**config.mk**
```make
export PLATFORM = sky130hd
export DESIGN_NAME = lzc
export DESIGN_NICKNAME = d
export VERILOG_FILES = /design/src/rtl/lzc.sv
export SDC_FILE = /design/constraint.sdc
export NUM_CORES = 1
export LEC_CHECK = 0
export ABC_AREA = 1
export CORE_MARGIN = 2
export CORE_UTILIZATION = 46
export CTS_BUF_LIST = sky130_fd_sc_hd__clkbuf_8 sky130_fd_sc_hd__clkbuf_16
export DETAILED_ROUTE_END_ITERATION = 10
export GPL_TIMING_DRIVEN = 0
export PLACE_DENSITY = 0.82
export SLEW_MARGIN = 5
export SYNTH_ARGS = -nofsm -noshare
export SYNTH_HDL_FRONTEND = slang
export SYNTH_SLANG_ARGS = --single-unit
```
**constraint.sdc**
```tcl
create_clock -name clk -period 1.75 [get_ports clk]
set_clock_uncertainty 0.2 [all_clocks]
set_input_delay 0.35 -clock clk [delete_from_list [all_inputs] [get_ports clk]]
set_output_delay 0.35 -clock clk [all_outputs]
set_load 0.01 [all_outputs]
```
**src/rtl/lzc.sv**
```systemverilog
// Streaming leading-zero counter: accumulates per-word leading zeros over a
// group of `word` input words (MS word first) and reports one count per group.
module lzc #(
  parameter int width = 8,
  parameter int word  = 4
) (
  input  logic                              clk,
  input  logic                              rst_n,
  input  logic [width-1:0]                  data,
  input  logic                              Ivalid,
  input  logic                              mode,
  output logic [$clog2(width*word):0]       zeros,
  output logic                              Ovalid
);

  localparam int ZW = $clog2(width*word) + 1;
  localparam int CW = $clog2(word) + 1;
  localparam logic [CW-1:0] LAST_IDX = CW'(word - 1);

  // Handshake: Ivalid alone qualifies data (no backpressure); a word is taken
  // on every rising edge with Ivalid=1. Ovalid is a one-cycle result strobe.
  logic [CW-1:0] cnt_q, cnt_d;
  logic [ZW-1:0] acc_q, acc_d;
  logic          found_q, found_d;
  logic          mode_q, mode_d;
  logic [ZW-1:0] zeros_q, zeros_d;
  logic          ovalid_q, ovalid_d;

  logic [ZW-1:0] word_lz;
  logic [ZW-1:0] acc_nxt;
  logic          grp_mode;
  logic          has_one;
  logic          last_word;

  // Priority encoder: ascending scan so the highest set bit wins.
  always_comb begin
    word_lz = ZW'(width);
    for (int i = 0; i < width; i++) begin
      if (data[i]) word_lz = ZW'(width - 1 - i);
    end
  end

  always_comb begin
    has_one   = |data;
    grp_mode  = (cnt_q == '0) ? mode : mode_q;
    acc_nxt   = found_q ? acc_q : acc_q + word_lz;
    last_word = (cnt_q == LAST_IDX) || (grp_mode && has_one);

    cnt_d    = cnt_q;
    acc_d    = acc_q;
    found_d  = found_q;
    mode_d   = mode_q;
    zeros_d  = zeros_q;
    ovalid_d = 1'b0;

    if (Ivalid) begin
      mode_d = grp_mode;
      if (last_word) begin
        zeros_d  = acc_nxt;
        ovalid_d = 1'b1;
        cnt_d    = '0;
        acc_d    = '0;
        found_d  = 1'b0;
      end else begin
        cnt_d   = cnt_q + 1'b1;
        acc_d   = acc_nxt;
        found_d = found_q | has_one;
      end
    end
  end

  always_ff @(posedge clk or posedge rst_n) begin
    if (rst_n) begin
      cnt_q    <= '0;
      acc_q    <= '0;
      found_q  <= 1'b0;
      mode_q   <= 1'b0;
      zeros_q  <= '0;
      ovalid_q <= 1'b0;
    end else begin
      cnt_q    <= cnt_d;
      acc_q    <= acc_d;
      found_q  <= found_d;
      mode_q   <= mode_d;
      zeros_q  <= zeros_d;
      ovalid_q <= ovalid_d;
    end
  end

  assign zeros  = zeros_q;
  assign Ovalid = ovalid_q;

endmodule

```
==> impl_metrics.yaml, run 1 <==
timing:
  worst_slew_pin_slew_ps: 686.9
  finalCriticalPeriod_ps: 2101
  slew_violations: 0
  setup_viol: 10
  clock.fmax_mhz: 476.1
  hold_violations: 0
  period_share_pct: 120.0
  rsz0062_at_grt: "true"
  relSlewSlack_pct: 54.16
  setup_tns_ps: -1857
  setup_ws_ps: -350.6
cts:
  cts_buffers: 3
  insertion_delay_ps: 250
  htree_levels: 1
  cts_tree: "built"
  clock-sinks: 18
  clkTransAtPathRegs_ps: 60
  cts_root_buf: "clkbuf_8"
  hold_buffers: 0
  cts.path.max_buffers: 2
logic_synthesis:
  yosysWarnings: 0
  netlist_area_um2: 1086
  syn_avg_cell_area_um2: 7.595
  yosysSeqAreaShare_pct: 41.47
  yosys.cell_types.count: 19
  synthCells: 143
  synth_nets: 163
  ys_ff_latch: 18
worst_setup_path:
  crit_path_start_kind: "input pin"
  cp_data_arrival_time_ps: 2040
  crit_type: "in2reg"
  cp-end-kind: "flop"
  cp_slowest_cell: "fa_2"
  crit_top_cell: "nand2_2"
  crit_path_max_fanout: 3
  slowest_delay_ps: 410
  path_cells: "buf_8, a21oi_4, o21ai_2, a21oi_2, nor2_1, ha_2, fa_2, nand2_2, nand2_1, nand2_1, nand2_2, nand2_2, nand2_2, nand4_1, nand2_1"
  required_ps: 1690
layout:
  drive_above_1_share_pct: 33.71
  ff_latch_area_um2: 450.4
  postLayoutCoreUtil_pct: 71.10
  antenna_cells: 0
  fillCellCount: 160
  fin_cells: 203
  multi_input_area_um2: 694.4
  area_delta_synth_final_pct: 44.82
  nNetsFinal: 197
floorplan:
  core_area_um2: 2212
  io_pins: 19
  rows: 17
  die_height_um: 52.59
  die_x_um: 52.59
  die_area_um2: 2766
  initial_core_util_pct: 49.10
pwr:
  ir_worst_vdd_mv: 0.7789
  p_per_area_nw_per_um2: 1067
  p_leak_nw: 0.7776
global_route:
  overflow: 0
  grt_max_degree: 19
  grt_pass1_wl_um: 4995
  grt_use_total_pct: 24.95
  grt_pass1_vias: 1110
  grt_antenna_before_repair: 0
drt:
  vias_per_cell: 5.414
  drtIter0Drc: 41
  antenna_left: 0
  wl_per_cell_um: 15.39
  drt_wl_total_um: 3125
  num_vias: 1099
  route.detailed.drc: 0
  drt-pass1-iter-count: 4
flow_run:
  maxCapViolations: 0
placement:
  gp_congestion: 0.8570
  port_buffers: 18
  post-place-ws_ps: -992.1
  place_inst: 189
  hpwl_um: 1782
outcome:
  failed_checks: "negative setup slack"
  outcome: "complete, but fails checks"
min_path:
  min_path_type: "reg2reg"
-- cell families after synthesis --
group,share of synthesized area [%]
AND/OR/NAND/NOR,32.72
flip-flops,41.47
AO/OA/AOI/OAI,10.37
buffers and inverters,5.530
adder cells (fa/ha/maj),9.908
-- path summary, 6_finish.rpt --
path,cells past startpoint,slack (ps),to,start
max,15,-350,zeros[4]$_DFFE_PP0P_,data[0]
min,2,280,zeros[3]$_DFFE_PP0P_,zeros[3]$_DFFE_PP0P_
max reg2reg,10,-210,zeros[4]$_DFFE_PP0P_,acc_q[0]$_DFFE_PP0P_
min reg2reg,2,280,zeros[3]$_DFFE_PP0P_,zeros[3]$_DFFE_PP0P_
max in group asynchronous,2,600,Ovalid$_DFF_PP0_,rst_n
min in group asynchronous,2,310,cnt_q[0]$_DFFE_PP0P_,rst_n
-- through the flow --
stage / hold slack (ps) / total power, W / cell area, µm²
2_1_floorplan: 88.57 / 0.001051 / 1111
3_3_place_gp: 266.3 / 0.001240 / 1326
3_5_place_dp: 264.5 / 0.001276 / 1326
4_1_cts: 278.0 / 0.001619 / 1509
5_1_grt: 305.6 / 0.001784 / 1573
6_report: 277.1 / 0.001678 / 1573
-- routing by layer --
metal	share of wire [%]	vias to the layer above	GRT usage, %
met5	0	-	0
met4	6.1	0	8.120
met3	4.8	22	6.000
met2	51	46	46.46
met1	38	506	27.31
li1	-	525	-
-- critical path: cells and delay by family --
family	cells	cell delay (ps)
compound gates	3	320
fa+ha+maj	2	600
buf+inv	1	100
simple gates	9	680
-- cell usage after synthesis --
library cell | count | area [µm²]
a21oi_1 | 5 | 25.02
a21oi_4 | 1 | 16.27
a311oi_1 | 1 | 8.760
a31oi_1 | 1 | 6.260
dfrtp_1 | 18 | 450.4
fa_1 | 1 | 20.02
ha_1 | 7 | 87.58
inv_1 | 14 | 52.55
inv_2 | 2 | 7.510
nand2_1 | 65 | 244.0
nand2_2 | 3 | 18.77
nand3_1 | 4 | 20.02
nand3_2 | 1 | 10.01
nand3_4 | 1 | 17.52
nand4_1 | 1 | 6.260
nor2_1 | 7 | 26.28
nor2_2 | 2 | 12.51
o21ai_0 | 8 | 40.04
o21ai_4 | 1 | 16.27
-- what timing repair did --
item	4_1_cts	5_1_grt
endpoints found under the setup margin	14	10
pin swaps	22	12
buffers inserted	6	5
resized for setup	53	8
-- power by group --
group	internal (W)	switching, W
sequential	0.000527	0.0000972
combinational	0.000303	0.000470
clock	0.000153	0.000129
total	0.000983	0.000695
-- layout by cell type (no fill, tap or decap), types with 2 or more instances in the layout --
| master | synthesis | layout |
|---|---|---|
| nand2_1 | 65 | 57 |
| a21oi_4 | 1 | 2 |
| o21ai_4 | 1 | 2 |
| clkbuf_8 | 0 | 3 |
| o21ai_0 | 8 | 3 |
| a21oi_2 | 0 | 3 |
| buf_8 | 0 | 2 |
| nand2_2 | 3 | 11 |
| nand3_2 | 1 | 3 |
| ha_1 | 7 | 5 |
| o21ai_2 | 0 | 4 |
| buf_12 | 0 | 2 |
| inv_2 | 2 | 4 |
| inv_1 | 14 | 11 |
| nor2_1 | 7 | 7 |
| dfrtp_1 | 18 | 18 |
| clkdlybuf4s15_2 | 0 | 2 |
| buf_4 | 0 | 9 |
| nand3_1 | 4 | 2 |
| clkdlybuf4s50_1 | 0 | 10 |
| buf_2 | 0 | 2 |
-- final cells by class --
type | count | share of cell area (%)
inverters | 16 | 4.137
flip-flops and latches | 18 | 28.64
multi-input cells | 109 | 44.15
well taps | 28 | 2.228
repair buffers | 29 | 18.22
clock buffers | 3 | 2.625
-- state kept, by name, indices dropped and copies added (netlist names) --
name / cells
cnt_q: 3
zeros: 6
found_q: 1
Ovalid: 1
acc_q: 6
mode_q: 1
Power figures use the tool's default switching activity.
==> inputs of run 2 (changes only) <==
--- a/config.mk
+++ b/config.mk
@@ -6,12 +6,14 @@
 export NUM_CORES = 1
 export LEC_CHECK = 0
 export ABC_AREA = 1
+export CORE_ASPECT_RATIO = 1.2
 export CORE_MARGIN = 2
 export CORE_UTILIZATION = 46
 export CTS_BUF_LIST = sky130_fd_sc_hd__clkbuf_8 sky130_fd_sc_hd__clkbuf_16
 export DETAILED_ROUTE_END_ITERATION = 10
 export GPL_TIMING_DRIVEN = 0
-export PLACE_DENSITY = 0.82
+export HOLD_SLACK_MARGIN = 0.08
+export PLACE_DENSITY = 0.74
 export SLEW_MARGIN = 5
 export SYNTH_ARGS = -nofsm -noshare
 export SYNTH_HDL_FRONTEND = slang
==> run 2 against run 1 <==
The run still ends with negative setup slack left. Hold slack gained 3.2 ps. Sequential share of layout area grew 0.49 points. Sequential power is essentially flat. Total power grew 4.2%.
==> impl_metrics.yaml, run 2 (synthesis results as in run 1) <==
timing:
  clock.fmax_mhz: 527.9
  setup_tns_ps: -656.0
  worst_slew_pin_slew_ps: 723.3
  setup_ws_ps: -144.3
  setup_viol: 9
  finalCriticalPeriod_ps: 1894
  slew_violations: 0
  hold_violations: 0
  fin_hold_ws_ps: 280.2
  relSlewSlack_pct: 51.73
  rsz0062_at_grt: "true"
  period_share_pct: 108.2
placement:
  gp_congestion: 0.8837
  place_area_um2: 1330
  port_buffers: 18
  hpwl_um: 1678
  post-place-ws_ps: -955.1
layout:
  fillCellCount: 183
  drive_above_1_share_pct: 32.76
  area_delta_synth_final_pct: 42.40
  nNetsFinal: 195
  final_common_cell: "nand2_1"
  fin_area_um2: 1546
  antenna_cells: 0
  final_cell_mix: "nand2_1 (57), dfrtp_1 (18), inv_1 (11), nand2_2 (9), clkdlybuf4s50_1 (9)"
floorplan:
  io_pins: 19
  rows: 19
  initial_core_util_pct: 48.09
  die_height_um: 57.23
  die_area_um2: 2767
  die_x_um: 48.36
  core_area_um2: 2258
global_route:
  grt_antenna_before_repair: 0
  grt_use_total_pct: 21.44
  grt_pass1_wl_um: 4554
  grt_max_degree: 19
  overflow: 0
  grt_pass1_vias: 1082
min_path:
  min_path_type: "reg2reg"
  holdPathStages: 2
outcome:
  failed_checks: "negative setup slack"
  outcome: "complete, but fails checks"
worst_setup_path:
  crit_type: "in2reg"
  cp_slowest_cell: "fa_2"
  cp_data_arrival_time_ps: 1850
  reg2regPathDepth: 10
  crit_path_max_fanout: 2
  crit_top_cell: "nand2_1"
  path_cells: "buf_8, buf_6, o21ai_2, a311oi_2, buf_4, fa_2, nand2_2, nand2_1, nand2_1, nand2_1, nand2_1, nand2_1, nand4_1, nand2_1"
  required_ps: 1700
  slowest_delay_ps: 360
  crit_path_start_kind: "input pin"
  cp-end-kind: "flop"
cts:
  htree_levels: 1
  clkTransAtPathRegs_ps: 70
  cts.path.max_buffers: 2
  hold_buffers: 0
  cts_root_buf: "clkbuf_8"
  cts_tree: "built"
  clock-sinks: 18
  cts_buffers: 3
  insertion_delay_ps: 260
flow_run:
  maxCapViolations: 0
pwr:
  power_w: 0.001748
  ir_worst_vdd_mv: 0.7405
  p_leak_nw: 0.7949
  p_per_area_nw_per_um2: 1130
drt:
  drt-pass1-iter-count: 4
  drt_wl_total_um: 2726
  num_vias: 1014
  wl_per_cell_um: 13.30
  route.detailed.drc: 0
  vias_per_cell: 4.946
  drtIter0Drc: 41
  antenna_left: 0
[run 2: changes by cell type in the layout (fill, tap and decap cells not counted), sizes merged]
cell / before / now
dlymetal6s2s: 0 / 1
buf: 16 / 15
clkdlybuf4s15: 2 / 1
dlygate4sd2: 0 / 1
clkdlybuf4s50: 10 / 9
[run 2: power by group]
| group | internal, W | total (W) | switching, W | leakage, nW |
|---|---|---|---|---|
| combinational | 0.000320 | 0.000768 | 0.000447 | 0.526 |
| sequential | 0.000526 | 0.000622 | 0.0000956 | 0.240 |
| clock | 0.000201 | 0.000359 | 0.000158 | 0.0288 |
[run 2: layer usage]
layer | wire [µm] | GRT usage [%] | vias to the layer above
li1 | - | - | 513
met1 | 1094 | 23.82 | 482
met2 | 1510 | 38.29 | 12
met3 | 47 | 3.403 | 7
met4 | 74 | 13.88 | 0
met5 | 0 | 0 | -
[run 2: critical path, delay by kind of cell]
family	cells	cell delay, ps
simple gates	8	490
fa+ha+maj	1	360
compound gates	2	270
buf+inv	3	370
[run 2: final timing paths]
check	to	start	slack, ps
max reg2reg	zeros[4]$_DFFE_PP0P_	acc_q[0]$_DFFE_PP0P_	-10
max in group asynchronous	cnt_q[1]$_DFFE_PP0P_	rst_n	590
min	zeros[1]$_DFFE_PP0P_	zeros[1]$_DFFE_PP0P_	280
min reg2reg	zeros[1]$_DFFE_PP0P_	zeros[1]$_DFFE_PP0P_	280
max	zeros[4]$_DFFE_PP0P_	data[1]	-140
min in group asynchronous	zeros[0]$_DFFE_PP0P_	rst_n	300
[run 2: final cells by class]
type | count | area, µm² | area share (%)
tap | 31 | 38.79 | 2.508
timing repair buffer | 27 | 260.3 | 16.83
inverter | 16 | 67.56 | 4.369
clock buffer | 4 | 55.05 | 3.560
sequential | 18 | 450.4 | 29.13
multi-input combinational | 109 | 674.4 | 43.61
[run 2: through the flow]
step | utilization (%) | cells
after floorplan | - | 143
final | 68.48 | 205
after global routing | 68.48 | 205
after global placement | 58.89 | 192
after CTS | 65.48 | 203
after detailed placement | 58.89 | 192
[run 2: what timing repair did]
| action | in CTS | in global routing |
|---|---|---|
| pin swaps | 22 | 20 |
| endpoints found under the setup margin | 13 | 15 |
| buffers inserted | 7 | 2 |
| gates resized for setup | 52 | 13 |
==> inputs of run 3 (changes only) <==
--- a/config.mk
+++ b/config.mk
@@ -14,7 +14,6 @@
 export GPL_TIMING_DRIVEN = 0
 export HOLD_SLACK_MARGIN = 0.08
 export PLACE_DENSITY = 0.74
-export SLEW_MARGIN = 5
 export SYNTH_ARGS = -nofsm -noshare
 export SYNTH_HDL_FRONTEND = slang
 export SYNTH_SLANG_ARGS = --single-unit
==> results of run 3 <==
Final layout, timing and power as in run 2 (identical DEF).
